$ cat config.mk
export PLATFORM = sky130hd
export DESIGN_NAME = parallax_scroll
export DESIGN_NICKNAME = d
export VERILOG_FILES = /design/src/rtl/parallax_scroll.sv
export SDC_FILE = /design/constraint.sdc
export NUM_CORES = 1
export LEC_CHECK = 0
export ABC_AREA = 1
export CAP_MARGIN = 5
export CORE_UTILIZATION = 55
export CTS_CLUSTER_SIZE = 12
export DETAILED_ROUTE_END_ITERATION = 12
export MAX_ROUTING_LAYER = met4
export PLACE_DENSITY = 0.79
export SETUP_SLACK_MARGIN = 0.2
export SLEW_MARGIN = 25
export SYNTH_ARGS = -nofsm -noshare
export SYNTH_HDL_FRONTEND = slang
export SYNTH_SLANG_ARGS = --single-unit
$ cat constraint.sdc
create_clock -name clk -period 3.6 [get_ports clk]
set_input_delay 0.72 -clock clk [delete_from_list [all_inputs] [get_ports clk]]
set_output_delay 0.72 -clock clk [all_outputs]
set_load 0.05 [all_outputs]
$ cat src/rtl/parallax_scroll.sv
// Multi-layer scroll-position generator: one accelerating tick timer, NUM_LAYERS wrapping positions.
// Optional single-step while frozen: define PARALLAX_SCROLL_STEP_EN to add the step input.
//
// state  | meaning
// -------+-----------------------------------------------
// RUN    | timer counts, tick events advance enabled layers
// FROZEN | halt high: everything holds, step may force one event

module parallax_scroll #(
    parameter int NUM_LAYERS    = 3,
    parameter int POS_W         = 11,
    parameter int CTR_W         = 18,
    parameter int INITIAL_SPEED = 250000,
    parameter int MIN_TICK      = 50000,
    parameter int WRAP_LIMIT    = 1280
) (
    input  logic                        clk,
    input  logic                        sys_rst,
    input  logic                        game_rst,
    input  logic                        halt,
    input  logic [7:0]                  speed_change,
    input  logic [8*NUM_LAYERS-1:0]     move_amt,
    input  logic [NUM_LAYERS-1:0]       layer_en,
`ifdef PARALLAX_SCROLL_STEP_EN
    input  logic                        step,
`endif
    output logic [POS_W*NUM_LAYERS-1:0] pos,
    output logic [23:0]                 speed,
    output logic                        tick,
    output logic [NUM_LAYERS-1:0]       wrap
);

    localparam logic [CTR_W-1:0] INIT_TT = CTR_W'(INITIAL_SPEED);
    localparam logic [CTR_W-1:0] MIN_TT  = CTR_W'(MIN_TICK);
    localparam logic [POS_W:0]   WRAP_L  = (POS_W+1)'(WRAP_LIMIT);

    typedef enum logic {RUN, FROZEN} state_t;

    state_t                state;
    logic                  rst;
    logic                  fire;
    logic                  step_rise;
    logic [CTR_W-1:0]      ctr;
    logic [CTR_W-1:0]      tick_time;
    logic [CTR_W-1:0]      tick_time_nxt;
    logic [CTR_W-1:0]      speed_q;
    logic [CTR_W:0]        dec;
    logic [POS_W-1:0]      pos_r   [NUM_LAYERS];
    logic [POS_W-1:0]      pos_nxt [NUM_LAYERS];
    logic [POS_W:0]        sum     [NUM_LAYERS];
    logic [NUM_LAYERS-1:0] wrap_hit;

    assign rst = sys_rst | game_rst;

`ifdef PARALLAX_SCROLL_STEP_EN
    logic step_q;

    always_ff @(posedge clk) begin
        step_q <= step;
    end

    assign step_rise = step & ~step_q;
`else
    assign step_rise = 1'b0;
`endif

    // halt is used directly so a tick coinciding with halt is deferred, not lost
    assign fire = halt ? ((state == FROZEN) && step_rise) : (ctr >= tick_time);

    // One extra bit so a large speed_change saturates instead of wrapping
    always_comb begin
        dec = {1'b0, tick_time} - (CTR_W+1)'(speed_change);
        if (dec[CTR_W] || (dec[CTR_W-1:0] < MIN_TT))
            tick_time_nxt = MIN_TT;
        else
            tick_time_nxt = dec[CTR_W-1:0];
    end

    always_comb begin
        wrap_hit = '0;
        for (int i = 0; i < NUM_LAYERS; i++) begin
            sum[i]     = {1'b0, pos_r[i]} + (POS_W+1)'(move_amt[8*i +: 8]);
            pos_nxt[i] = pos_r[i];
            if (layer_en[i]) begin
                if (sum[i] >= WRAP_L) begin
                    pos_nxt[i]  = POS_W'(sum[i] - WRAP_L);
                    wrap_hit[i] = 1'b1;
                end else begin
                    pos_nxt[i] = POS_W'(sum[i]);
                end
            end
        end
    end

    always_ff @(posedge clk) begin
        if (rst) begin
            state     <= RUN;
            ctr       <= '0;
            tick_time <= INIT_TT;
            speed_q   <= INIT_TT;
            tick      <= 1'b0;
            wrap      <= '0;
            for (int i = 0; i < NUM_LAYERS; i++) pos_r[i] <= '0;
        end else begin
            state   <= halt ? FROZEN : RUN;
            speed_q <= tick_time;
            tick    <= 1'b0;
            wrap    <= '0;
            if (fire) begin
                ctr       <= '0;
                tick      <= 1'b1;
                tick_time <= tick_time_nxt;
                wrap      <= wrap_hit;
                for (int i = 0; i < NUM_LAYERS; i++) pos_r[i] <= pos_nxt[i];
            end else if (!halt) begin
                ctr <= ctr + 1'b1;
            end
        end
    end

    for (genvar g = 0; g < NUM_LAYERS; g++) begin : g_pack
        assign pos[g*POS_W +: POS_W] = pos_r[g];
    end

    assign speed = 24'(speed_q);

endmodule

==> out/metrics.csv, run 1 <==
stage,metric,value,unit
run_status,outcome,finished clean,
power,vdd_ir_drop_max,165,uV
clock_network,clk_path_buf_depth,2,
die,dieArea,0.0116,mm^2
layout,nets,1042,
worst_setup_path,start_kind,input port,
layout,antenna_cells,0,
power,p_leak,0.00358,uW
global_routing,grt_overflow,0,
sta,finalMaxSlewViolations,0,
sta,fin_crit,3240,ps
logic_synthesis,synth-seq-cells,91,
route,via_count,5513,
clock_network,clk_latency,380,ps
route,routed_wl,13.8,mm
placement,pre_cts_slack,-41.3,ps
global_routing,grtUsageMet3,5.33,%
sta,rsz0062_at_grt,true,
placement,gp_congestion,0.886,
layout,area_delta_synth_final,21.9,%
global_routing,track_usage,25.6,%
worst_setup_path,r2r_cells,16,
global_routing,grt_max_degree,30,
route,drc,0,
logic_synthesis,synth_seq_area_share,34.9,%
route,wl_per_cell,12.7,um
min_path,hold_start,tick_time[2]$_SDFFE_PP0P_,
clock_network,cts.sinks,91,
sta,timing.hold.ws,494,ps
die,row_count,38,
logic_synthesis,synth_top_family_by_area,simple AND/OR/NAND/NOR gates,
clock_network,clk_pin_slew,90,ps
sta,setup_viol,0,
sta,tightest_slew,635,ps
placement,io_buffers,93,
worst_setup_path,crit_fanout,3,
logic_synthesis,yosys_warnings,0,
logic_synthesis,synth_cell_types,40,
worst_setup_path,worstReg2RegEnd,pos_r[0][20]$_SDFFCE_PN0P_,
die,core_area,0.0109,mm^2
worst_setup_path,reg2reg_slack,740,ps
logic_synthesis,yosys.area_share.xor_xnor,4.54,%
clock_network,cts_tree,built,
layout,fillers,935,
sta,timing.fmax,308,MHz
logic_synthesis,synthFlopType,dfxtp_1,
run,cap_violations,0,
global_routing,grt_pass1_vias,5137,
worst_setup_path,crit_required,3740,ps
global_routing,antenna_found_initial,0,
die,boundaryPins,100,
route,vias_per_cell,5.07,
logic_synthesis,avgSynthCellArea,7.38,um^2
logic_synthesis,synthCells,836,
global_routing,busiest_layer,met2,
sta,slew_headroom,57.6,%
die,initial_utilization,56.7,%
layout,layout-drive-gt1-share,7.81,%
placement,post-dp-hpwl,10.6,mm
min_path,worstHoldPathType,register to register,
worst_setup_path,crit_type,input port to register,
power,p_sw,717,uW
route,ant_nets,0,
global_routing,grtUsageMet2,42.4,%
clock_network,htree_levels,3,
worst_setup_path,endpoint,pos_r[0][20]$_SDFFCE_PN0P_,
worst_setup_path,critPathCaptureType,register,
power,swShare,30.7,%
sta,setup_ws,357,ps
die,chipWidth,108,um
sta,finalCritPeriodShare,90.1,%
clock_network,cts-root-buf,clkbuf_8,
power,p_clk_share,31.1,%
global_routing,met1_usage,31.6,%
global_routing,grt_pass1_wl,22.7,mm
power,p_int,1620,uW
logic_synthesis,synth-simple-area-share,30.8,%
worst_setup_path,arrival,3390,ps
logic_synthesis,synthAdderAreaFrac,12.9,%
route,drt_first_pass_iters,5,
route,drtIter0Drc,247,
logic_synthesis,synth_compound_area_share,7.00,%
logic_synthesis,async_flop_share,0,%
logic_synthesis,syn_area,0.00617,mm^2
logic_synthesis,synth_edf_count,33,
sta,hold_viol,0,
die,fp.dieH,108,um
worst_setup_path,reg2reg_from,pos_r[0][17]$_SDFFCE_PN0P_,
power,p_per_area,310,mW/mm^2
clock_network,hold_buffers,0,
power,p_seq_share,47.1,%
worst_setup_path,crit_path_start,move_amt[8],
logic_synthesis,synth_mux_area_share,0,%
sta,clock_skew,15.2,ps
clock_network,cts_made_buffers,9,
power,p_comb_share,21.7,%
[state kept, by name, indices dropped and copies added, names as in the netlist]
name / flops
wrap: 3
tick_time: 18
ctr: 18
tick: 1
pos_r: 33
speed_q: 18
[cell usage in the layout, fill, tap and decap left out, types with 8 or more instances in the layout]
cell             synthesis  layout
nand2_1                204     204
inv_1                  132     132
nor2_1                  96      94
clkdlybuf4s50_1          0      93
dfxtp_1                 58      58
ha_1                    57      56
nand3_1                 45      45
a21oi_1                 39      39
edfxtp_1                33      33
xor2_1                  23      22
nand4_1                 19      19
nor3_1                  15      14
buf_4                    7      14
o21ai_0                 13      13
nand2_2                 11      11
clkbuf_8                 0      11
o21ai_1                 10      10
nand3_2                 10      10
xnor2_1                  9       9
nor2_2                   6       8
[critical path, cell delays in order]
cell and delay [ps]:
clkdlybuf4s50_1 460, ha_1 180, inv_1 60, fa_2 350
nor3_1 190, nor2_1 100, o21ai_2 200, xor2_1 220
ha_1 170, nand3_1 80, nor2_1 110, nand4_1 130
nor2_2 140, a21oi_1 120, nor2_1 110, nor2_1 50
[worst min-delay path by stage]
stage                                end  slack (ps)  cells after the start
5_1_grt        tick_time[2]$_SDFFE_PP0P_         510                      2
6_report       tick_time[2]$_SDFFE_PP0P_         490                      2
3_3_place_gp   tick_time[1]$_SDFFE_PP0P_         470                      2
4_1_cts        tick_time[2]$_SDFFE_PP0P_         490                      2
2_1_floorplan      speed_q[4]$_SDFF_PP1_         440                      2
3_5_place_dp   tick_time[2]$_SDFFE_PP0P_         480                      2
[routing by layer]
| layer | wire length [um] | vias up |
|---|---|---|
| met4 | 240 | 0 |
| met5 | 0 | - |
| met3 | 743 | 19 |
| met1 | 6430 | 2470 |
| met2 | 6430 | 135 |
| li1 | - | 2889 |
[synthesized netlist by cell type (all sizes together) (2+ instances only)]
master | n | area (um^2)
ha | 57 | 713
a21oi | 43 | 230
xor2 | 23 | 201
o21bai | 4 | 30.0
nand3 | 55 | 325
nor3b | 7 | 57.6
nand3b | 5 | 50.1
a211oi | 2 | 15.0
nor3 | 15 | 75.1
edfxtp | 33 | 991
o21ai | 25 | 133
nor2 | 102 | 398
nor4 | 2 | 12.5
inv | 133 | 499
xnor2 | 9 | 78.8
nand4 | 19 | 119
buf | 12 | 90.1
and2 | 2 | 15.0
nand2 | 215 | 835
fa | 4 | 80.1
clkbuf | 5 | 18.8
dfxtp | 58 | 1160
[stage by stage]
| step | area (um^2) | setup TNS [ps] | power, uW | utilization, % | std cells |
|---|---|---|---|---|---|
| 2_1_floorplan | 6190 | 0 | 1470 | - | 841 |
| 3_3_place_gp | 7270 | 0 | 1610 | 66.8 | 1069 |
| 3_5_place_dp | 7270 | -72.7 | 1620 | 66.8 | 1069 |
| 4_1_cts | 7480 | 0 | 2340 | 68.7 | 1085 |
| 5_1_grt | 7520 | 0 | 2440 | 69.1 | 1087 |
| 6_report | 7520 | 0 | 2330 | 69.1 | 1087 |
[timing repair]
action | CTS | global route
buffers inserted | 0 | 2
gates resized for setup | 0 | 7
endpoints found under the setup margin | 0 | 6
[power by group through the flow]
stage | Clock, uW | Combinational [uW] | Sequential, uW
2_1_floorplan | 0 | 278 | 1190
3_3_place_gp | 0 | 492 | 1120
3_5_place_dp | 0 | 495 | 1120
4_1_cts | 738 | 498 | 1100
5_1_grt | 781 | 560 | 1100
6_report | 727 | 507 | 1100
[cell families (layout without fill, tap and decap cells)]
group,Yosys count,count (layout)
adders and majority gates,61,61
other,1,6
xor gates and xnor gates,32,32
AOI/OAI and AO/OA,77,77
and+or+nand+nor,424,424
buffers and inverters,150,256
DFF,91,91
[final cells by class]
type / count / area, um^2 / share of cell area, %
Clock buffer: 13 / 180 / 2.40
Tap cell: 140 / 175 / 2.33
Sequential cell: 91 / 2150 / 28.6
Multi-Input combinational cell: 600 / 3450 / 45.9
Timing Repair Buffer: 107 / 1040 / 13.8
Inverter: 133 / 499 / 6.64
Clock inverter: 3 / 26.3 / 0.349
Note: power is estimated with default switching activity, not from simulation.
==> inputs of run 2 (changes only) <==
--- a/config.mk
+++ b/config.mk
@@ -7,11 +7,11 @@
 export LEC_CHECK = 0
 export ABC_AREA = 1
 export CAP_MARGIN = 5
-export CORE_UTILIZATION = 55
+export CORE_UTILIZATION = 38
 export CTS_CLUSTER_SIZE = 12
 export DETAILED_ROUTE_END_ITERATION = 12
 export MAX_ROUTING_LAYER = met4
-export PLACE_DENSITY = 0.79
+export PLACE_DENSITY_LB_ADDON = 0.1
 export SETUP_SLACK_MARGIN = 0.2
 export SLEW_MARGIN = 25
 export SYNTH_ARGS = -nofsm -noshare
==> out/metrics.csv, run 2 (same netlist as run 1, synthesis figures left out) <==
stage,metric,value,unit,change
global_routing,grt_pass1_vias,5061,,-1.5%
sta,setup_ws,443,ps,+86.3 ps
global_routing,antenna_found_initial,0,,unchanged
clock_network,clk_latency,350,ps,-30 ps
route,wl_per_cell,12.4,um,-2.9%
die,fp.dieH,129,um,+20%
sta,tightest_slew,574,ps,-60.7 ps
worst_setup_path,r2r_cells,18,,+2
route,drtIter0Drc,292,,+18%
layout,antenna_cells,0,,unchanged
clock_network,cts_made_buffers,9,,unchanged
clock_network,cts_tree,built,,
sta,finalSetupTns,0,ps,unchanged
worst_setup_path,crit_fanout,3,,unchanged
route,drt_first_pass_iters,5,,unchanged
die,boundaryPins,100,,unchanged
min_path,holdPathEnd,tick_time[2]$_SDFFE_PP0P_,,
clock_network,clk_path_buf_depth,2,,unchanged
clock_network,cts.sinks,91,,unchanged
layout,nets,1044,,+0.19%
worst_setup_path,reg2reg_from,pos_r[0][2]$_SDFFCE_PN0P_,,
global_routing,grt_pass1_wl,23.9,mm,+5.3%
sta,finalCritPeriodShare,87.7,%,-2.4 points
min_path,worstHoldPathType,register to register,,
run,cap_violations,0,,unchanged
global_routing,track_usage,18.9,%,-6.7 points
die,dieArea,0.0167,mm^2,+44%
route,vias_per_cell,4.61,,-9.2%
worst_setup_path,crit_path_start,move_amt[8],,
worst_setup_path,critPathCaptureType,register,,
layout,final_common_cell,nand2_1,,
worst_setup_path,start_kind,input port,,
clock_network,clk_pin_slew,70,ps,-20 ps
layout,layout-drive-gt1-share,8.64,%,+0.83 points
layout,largest_register_ffs,33,,unchanged
placement,dpl_cell_area,0.00740,mm^2,+1.8%
layout,area_delta_synth_final,26.2,%,
route,drc,0,,unchanged
sta,rsz0062_at_grt,false,,
route,via_count,5366,,-2.7%
layout,largest-register,pos_r,,
worst_setup_path,crit_type,input port to register,,
layout,design_area,0.00778,mm^2,+3.5%
clock_network,htree_levels,3,,unchanged
sta,setup_viol,0,,unchanged
worst_setup_path,arrival,3280,ps,-110 ps
min_path,hold_path_depth,2,,unchanged
layout,mostFrequentLayoutCells,"nand2_1, inv_1, nor2_1, clkdlybuf4s50_1, dfxtp_1",,
placement,io_buffers,93,,unchanged
min_path,hold_start,tick_time[2]$_SDFFE_PP0P_,,
route,routed_wl,14.4,mm,+4.0%
sta,finalMaxSlewViolations,0,,unchanged
sta,slew_headroom,61.6,%,+4.0 points
placement,pre_cts_slack,-40.8,ps,+0.415 ps
die,core_area,0.0159,mm^2,+46%
sta,clock_skew,9.57,ps,-5.65 ps
power,vdd_ir_drop_max,192,uV,+17%
sta,hold_viol,0,,unchanged
run_status,outcome,finished clean,,
power,p_leak,0.00365,uW,+2.0%
clock_network,cts-root-buf,clkbuf_16,,
route,ant_nets,0,,unchanged
placement,post-dp-hpwl,11.3,mm,+6.5%
die,initial_utilization,38.8,%,-18 points
die,row_count,46,,+21%
worst_setup_path,reg2reg_slack,840,ps,+100 ps
global_routing,grt_max_degree,23,,-23%
power,p_per_area,341,mW/mm^2,+9.9%
worst_setup_path,crit_required,3720,ps,-20 ps
sta,timing.fmax,317,MHz,+2.7%
die,chipWidth,129,um,+20%
worst_setup_path,worstReg2RegEnd,pos_r[0][9]$_SDFFCE_PN0P_,,
placement,gp_congestion,0.888,,+0.32%
global_routing,grt_overflow,0,,unchanged
sta,fin_crit,3160,ps,-86.3 ps
==> run 2: cell count changes in the layout (fill, tap and decap cells not counted), sizes merged <==
| cell | change |
|---|---|
| buf | +2 |
| clkbuf | -2 |
| bufinv | +1 |
| inv | +1 |
==> run 2: power by group <==
| part | internal [uW] | switching (uW) |
|---|---|---|
| Clock | 609 | 436 |
| Combinational | 196 | 313 |
| Sequential | 1080 | 16.5 |
| Total | 1890 | 765 |
==> run 2: repair_timing <==
item | 4_1_cts | 5_1_grt
setup endpoints to repair | 0 | 7
hold buffers | 0 | 0
buffers inserted | 0 | 1
resized for setup | 0 | 12
==> run 2: area by class of cell <==
class / count / area (um^2)
Fill cell: 1612 / 8100
Multi-Input combinational cell: 600 / 3470
Sequential cell: 91 / 2150
Timing Repair Buffer: 109 / 1060
Inverter: 133 / 499
Tap cell: 216 / 270
Clock buffer: 11 / 264
Clock inverter: 5 / 63.8
==> run 2: per-stage QoR <==
step / hold slack, ps / total power, uW / utilization, % / std cells
after floorplan: 444 / 1470 / - / 841
after global placement: 472 / 1630 / 46.6 / 1148
after detailed placement: 478 / 1620 / 46.6 / 1148
after CTS: 488 / 2680 / 48.7 / 1164
after global routing: 505 / 2790 / 49.0 / 1165
final: 489 / 2650 / 49.0 / 1165
==> run 2: how the worst max path moves through the flow <==
stage | slack, ps | cells after the start | end
global route | 210 | 16 | pos_r[0][9]$_SDFFCE_PN0P_
global placement | 40 | 16 | pos_r[0][30]$_SDFFCE_PN0P_
finish | 440 | 16 | pos_r[0][19]$_SDFFCE_PN0P_
floorplan | 590 | 15 | pos_r[0][30]$_SDFFCE_PN0P_
detailed placement | -40 | 16 | pos_r[0][30]$_SDFFCE_PN0P_
CTS | 350 | 16 | pos_r[0][30]$_SDFFCE_PN0P_
==> run 2: routing by layer <==
layer | up-vias | share of wire (%) | global-route usage (%)
met5 | - | 0 | -
met4 | 0 | 1.5 | 6.51
met3 | 13 | 4.8 | 3.96
met2 | 105 | 44 | 30.5
met1 | 2355 | 49 | 23.5
li1 | 2893 | - | -
==> run 2: worst max-delay path, stage by stage <==
cell	delay [ps]
clkdlybuf4s50_1	460
ha_1	160
inv_1	50
fa_2	360
nor3_2	180
nor2_1	90
o21ai_2	150
xor2_1	210
ha_1	180
nand3_1	70
nor2_1	100
nand4_1	130
nor2_2	150
a21oi_1	100
nor2_1	100
nor2_1	40
==> inputs of run 3 (changes only) <==
--- a/config.mk
+++ b/config.mk
@@ -7,6 +7,7 @@
 export LEC_CHECK = 0
 export ABC_AREA = 1
 export CAP_MARGIN = 5
+export CORE_MARGIN = 4
 export CORE_UTILIZATION = 38
 export CTS_CLUSTER_SIZE = 12
 export DETAILED_ROUTE_END_ITERATION = 12
==> out/metrics.csv, run 3 (same netlist as run 1, synthesis figures left out) <==
stage,metric,value,unit,change
run_status,outcome,finished clean,,
worst_setup_path,crit_fanout,4,,+1
route,ant_nets,0,,unchanged
sta,timing.hold.ws,480,ps,-8.12 ps
power,vdd_ir_drop_max,204,uV,+6.4%
sta,finalMaxSlewViolations,0,,unchanged
sta,slew_headroom,62.3,%,+0.72 points
die,fp.dieH,135,um,+4.6%
die,dieArea,0.0183,mm^2,+9.5%
worst_setup_path,critPathCaptureType,register,,
min_path,hold_path_depth,2,,unchanged
worst_setup_path,crit_required,3690,ps,-30 ps
placement,gp_congestion,0.854,,-3.9%
clock_network,cts_tree,built,,
clock_network,htree_levels,3,,unchanged
layout,layout-drive-gt1-share,8.46,%,-0.18 points
power,p_leak,0.00362,uW,-0.90%
die,row_count,46,,unchanged
worst_setup_path,r2r_cells,18,,unchanged
clock_network,clk_latency,350,ps,about the same
power,swShare,29.5,%,+0.63 points
run,cap_violations,0,,unchanged
layout,design_area,0.00772,mm^2,-0.76%
sta,rsz0062_at_grt,true,,
sta,timing.fmax,309,MHz,-2.5%
clock_network,clk_pin_slew,70,ps,about the same
global_routing,grt_pass1_vias,5141,,+1.6%
global_routing,track_usage,17.2,%,-1.7 points
layout,antenna_cells,0,,unchanged
power,p_seq_share,43.4,%,+1.9 points
power,p_per_area,328,mW/mm^2,-3.7%
sta,tightest_slew,563,ps,-10.7 ps
clock_network,cts.sinks,91,,unchanged
power,p_clk_share,36.4,%,-3.0 points
power,p_comb_share,20.2,%,+1.0 points
clock_network,clk_path_buf_depth,2,,unchanged
die,chipWidth,135,um,+4.6%
layout,final_util,48.6,%,-0.37 points
power,p_sw,747,uW,-2.3%
die,initial_utilization,38.8,%,unchanged
die,boundaryPins,100,,unchanged
worst_setup_path,start_kind,input port,,
placement,post-dp-hpwl,11.8,mm,+4.8%
route,via_count,5348,,-0.34%
layout,nets,1042,,-0.19%
global_routing,grt_max_degree,30,,+30%
min_path,worstHoldPathType,register to register,,
worst_setup_path,crit_type,input port to register,,
layout,largest_register_ffs,33,,unchanged
worst_setup_path,arrival,3330,ps,+50 ps
global_routing,grt_overflow,0,,unchanged
route,drc,0,,unchanged
power,p_int,1790,uW,-5.3%
sta,clock_skew,13.3,ps,+3.70 ps
global_routing,grt_pass1_wl,24.6,mm,+2.9%
layout,largest-register,pos_r,,
route,vias_per_cell,4.60,,about the same
sta,fin_crit,3240,ps,+82.1 ps
placement,dpl_cell_area,0.00738,mm^2,-0.30%
layout,area_delta_synth_final,25.2,%,
global_routing,antenna_found_initial,0,,unchanged
layout,final_common_cell,nand2_1,,
die,core_area,0.0159,mm^2,unchanged
clock_network,cts_made_buffers,9,,unchanged
sta,finalSetupTns,0,ps,unchanged
sta,hold_viol,0,,unchanged
sta,finalCritPeriodShare,90.0,%,+2.3 points
layout,mostFrequentLayoutCells,"nand2_1, inv_1, nor2_1, clkdlybuf4s50_1, dfxtp_1",,
clock_network,hold_buffers,0,,unchanged
power,power,2530,uW,-4.4%
clock_network,cts-root-buf,clkbuf_16,,
route,drtIter0Drc,215,,-26%
route,drt_first_pass_iters,4,,-1
route,wl_per_cell,13.0,um,+5.0%
sta,setup_viol,0,,unchanged
route,routed_wl,15.1,mm,+4.7%
placement,io_buffers,93,,unchanged
run 3: power by group through the flow:
| stage | registers (uW) | logic, uW | clock network, uW |
|---|---|---|---|
| floorplan | 1190 | 278 | 0 |
| global placement | 1120 | 503 | 0 |
| detailed placement | 1120 | 501 | 0 |
| CTS | 1100 | 505 | 951 |
| global route | 1100 | 568 | 994 |
| finish | 1100 | 513 | 922 |
run 3: layer usage:
layer	wire, um	up-vias	GRT usage, %
met5	0	-	-
met4	192	0	4.98
met2	6850	100	27.6
met1	7350	2361	22.2
met3	681	14	3.45
li1	-	2873	-
run 3: layout make-up:
class / instances / area (um^2)
Clock buffer: 12 / 258
Clock inverter: 3 / 20.0
Fill cell: 1654 / 8160
Inverter: 133 / 499
Multi-Input combinational cell: 600 / 3480
Sequential cell: 91 / 2150
Tap cell: 216 / 270
Timing Repair Buffer: 107 / 1050
run 3: worst max-delay path: stages:
cell	delay (ps)
clkdlybuf4s50_1	460
ha_1	160
inv_1	50
fa_1	410
o21ai_2	210
nand3_1	90
nand2_1	130
xor2_1	210
ha_1	200
nand4_1	100
nor3_1	190
nand4_1	120
nand2_1	80
nand2_1	70
nand2_1	60
a21oi_1	60
run 3: stage by stage:
| stage | worst slack (ps) | instances |
|---|---|---|
| 4_1_cts | 330 | 1160 |
| 5_1_grt | 145 | 1162 |
| 3_5_place_dp | -44.5 | 1145 |
| 3_3_place_gp | 40.2 | 1145 |
| 6_report | 361 | 1162 |
| 2_1_floorplan | 587 | 841 |
run 3: repair_timing:
item | 4_1_cts | 5_1_grt
setup buffers | 0 | 2
setup endpoints to repair | 0 | 5
resized for setup | 0 | 16
run 3: final timing paths:
check,from,endpoint,slack (ps)
max reg2reg,pos_r[0][2]$_SDFFCE_PN0P_,pos_r[0][9]$_SDFFCE_PN0P_,780
min reg2reg,tick_time[3]$_SDFFE_PP0P_,tick_time[3]$_SDFFE_PP0P_,480
min,tick_time[3]$_SDFFE_PP0P_,tick_time[3]$_SDFFE_PP0P_,480
max,move_amt[0],pos_r[0][9]$_SDFFCE_PN0P_,360
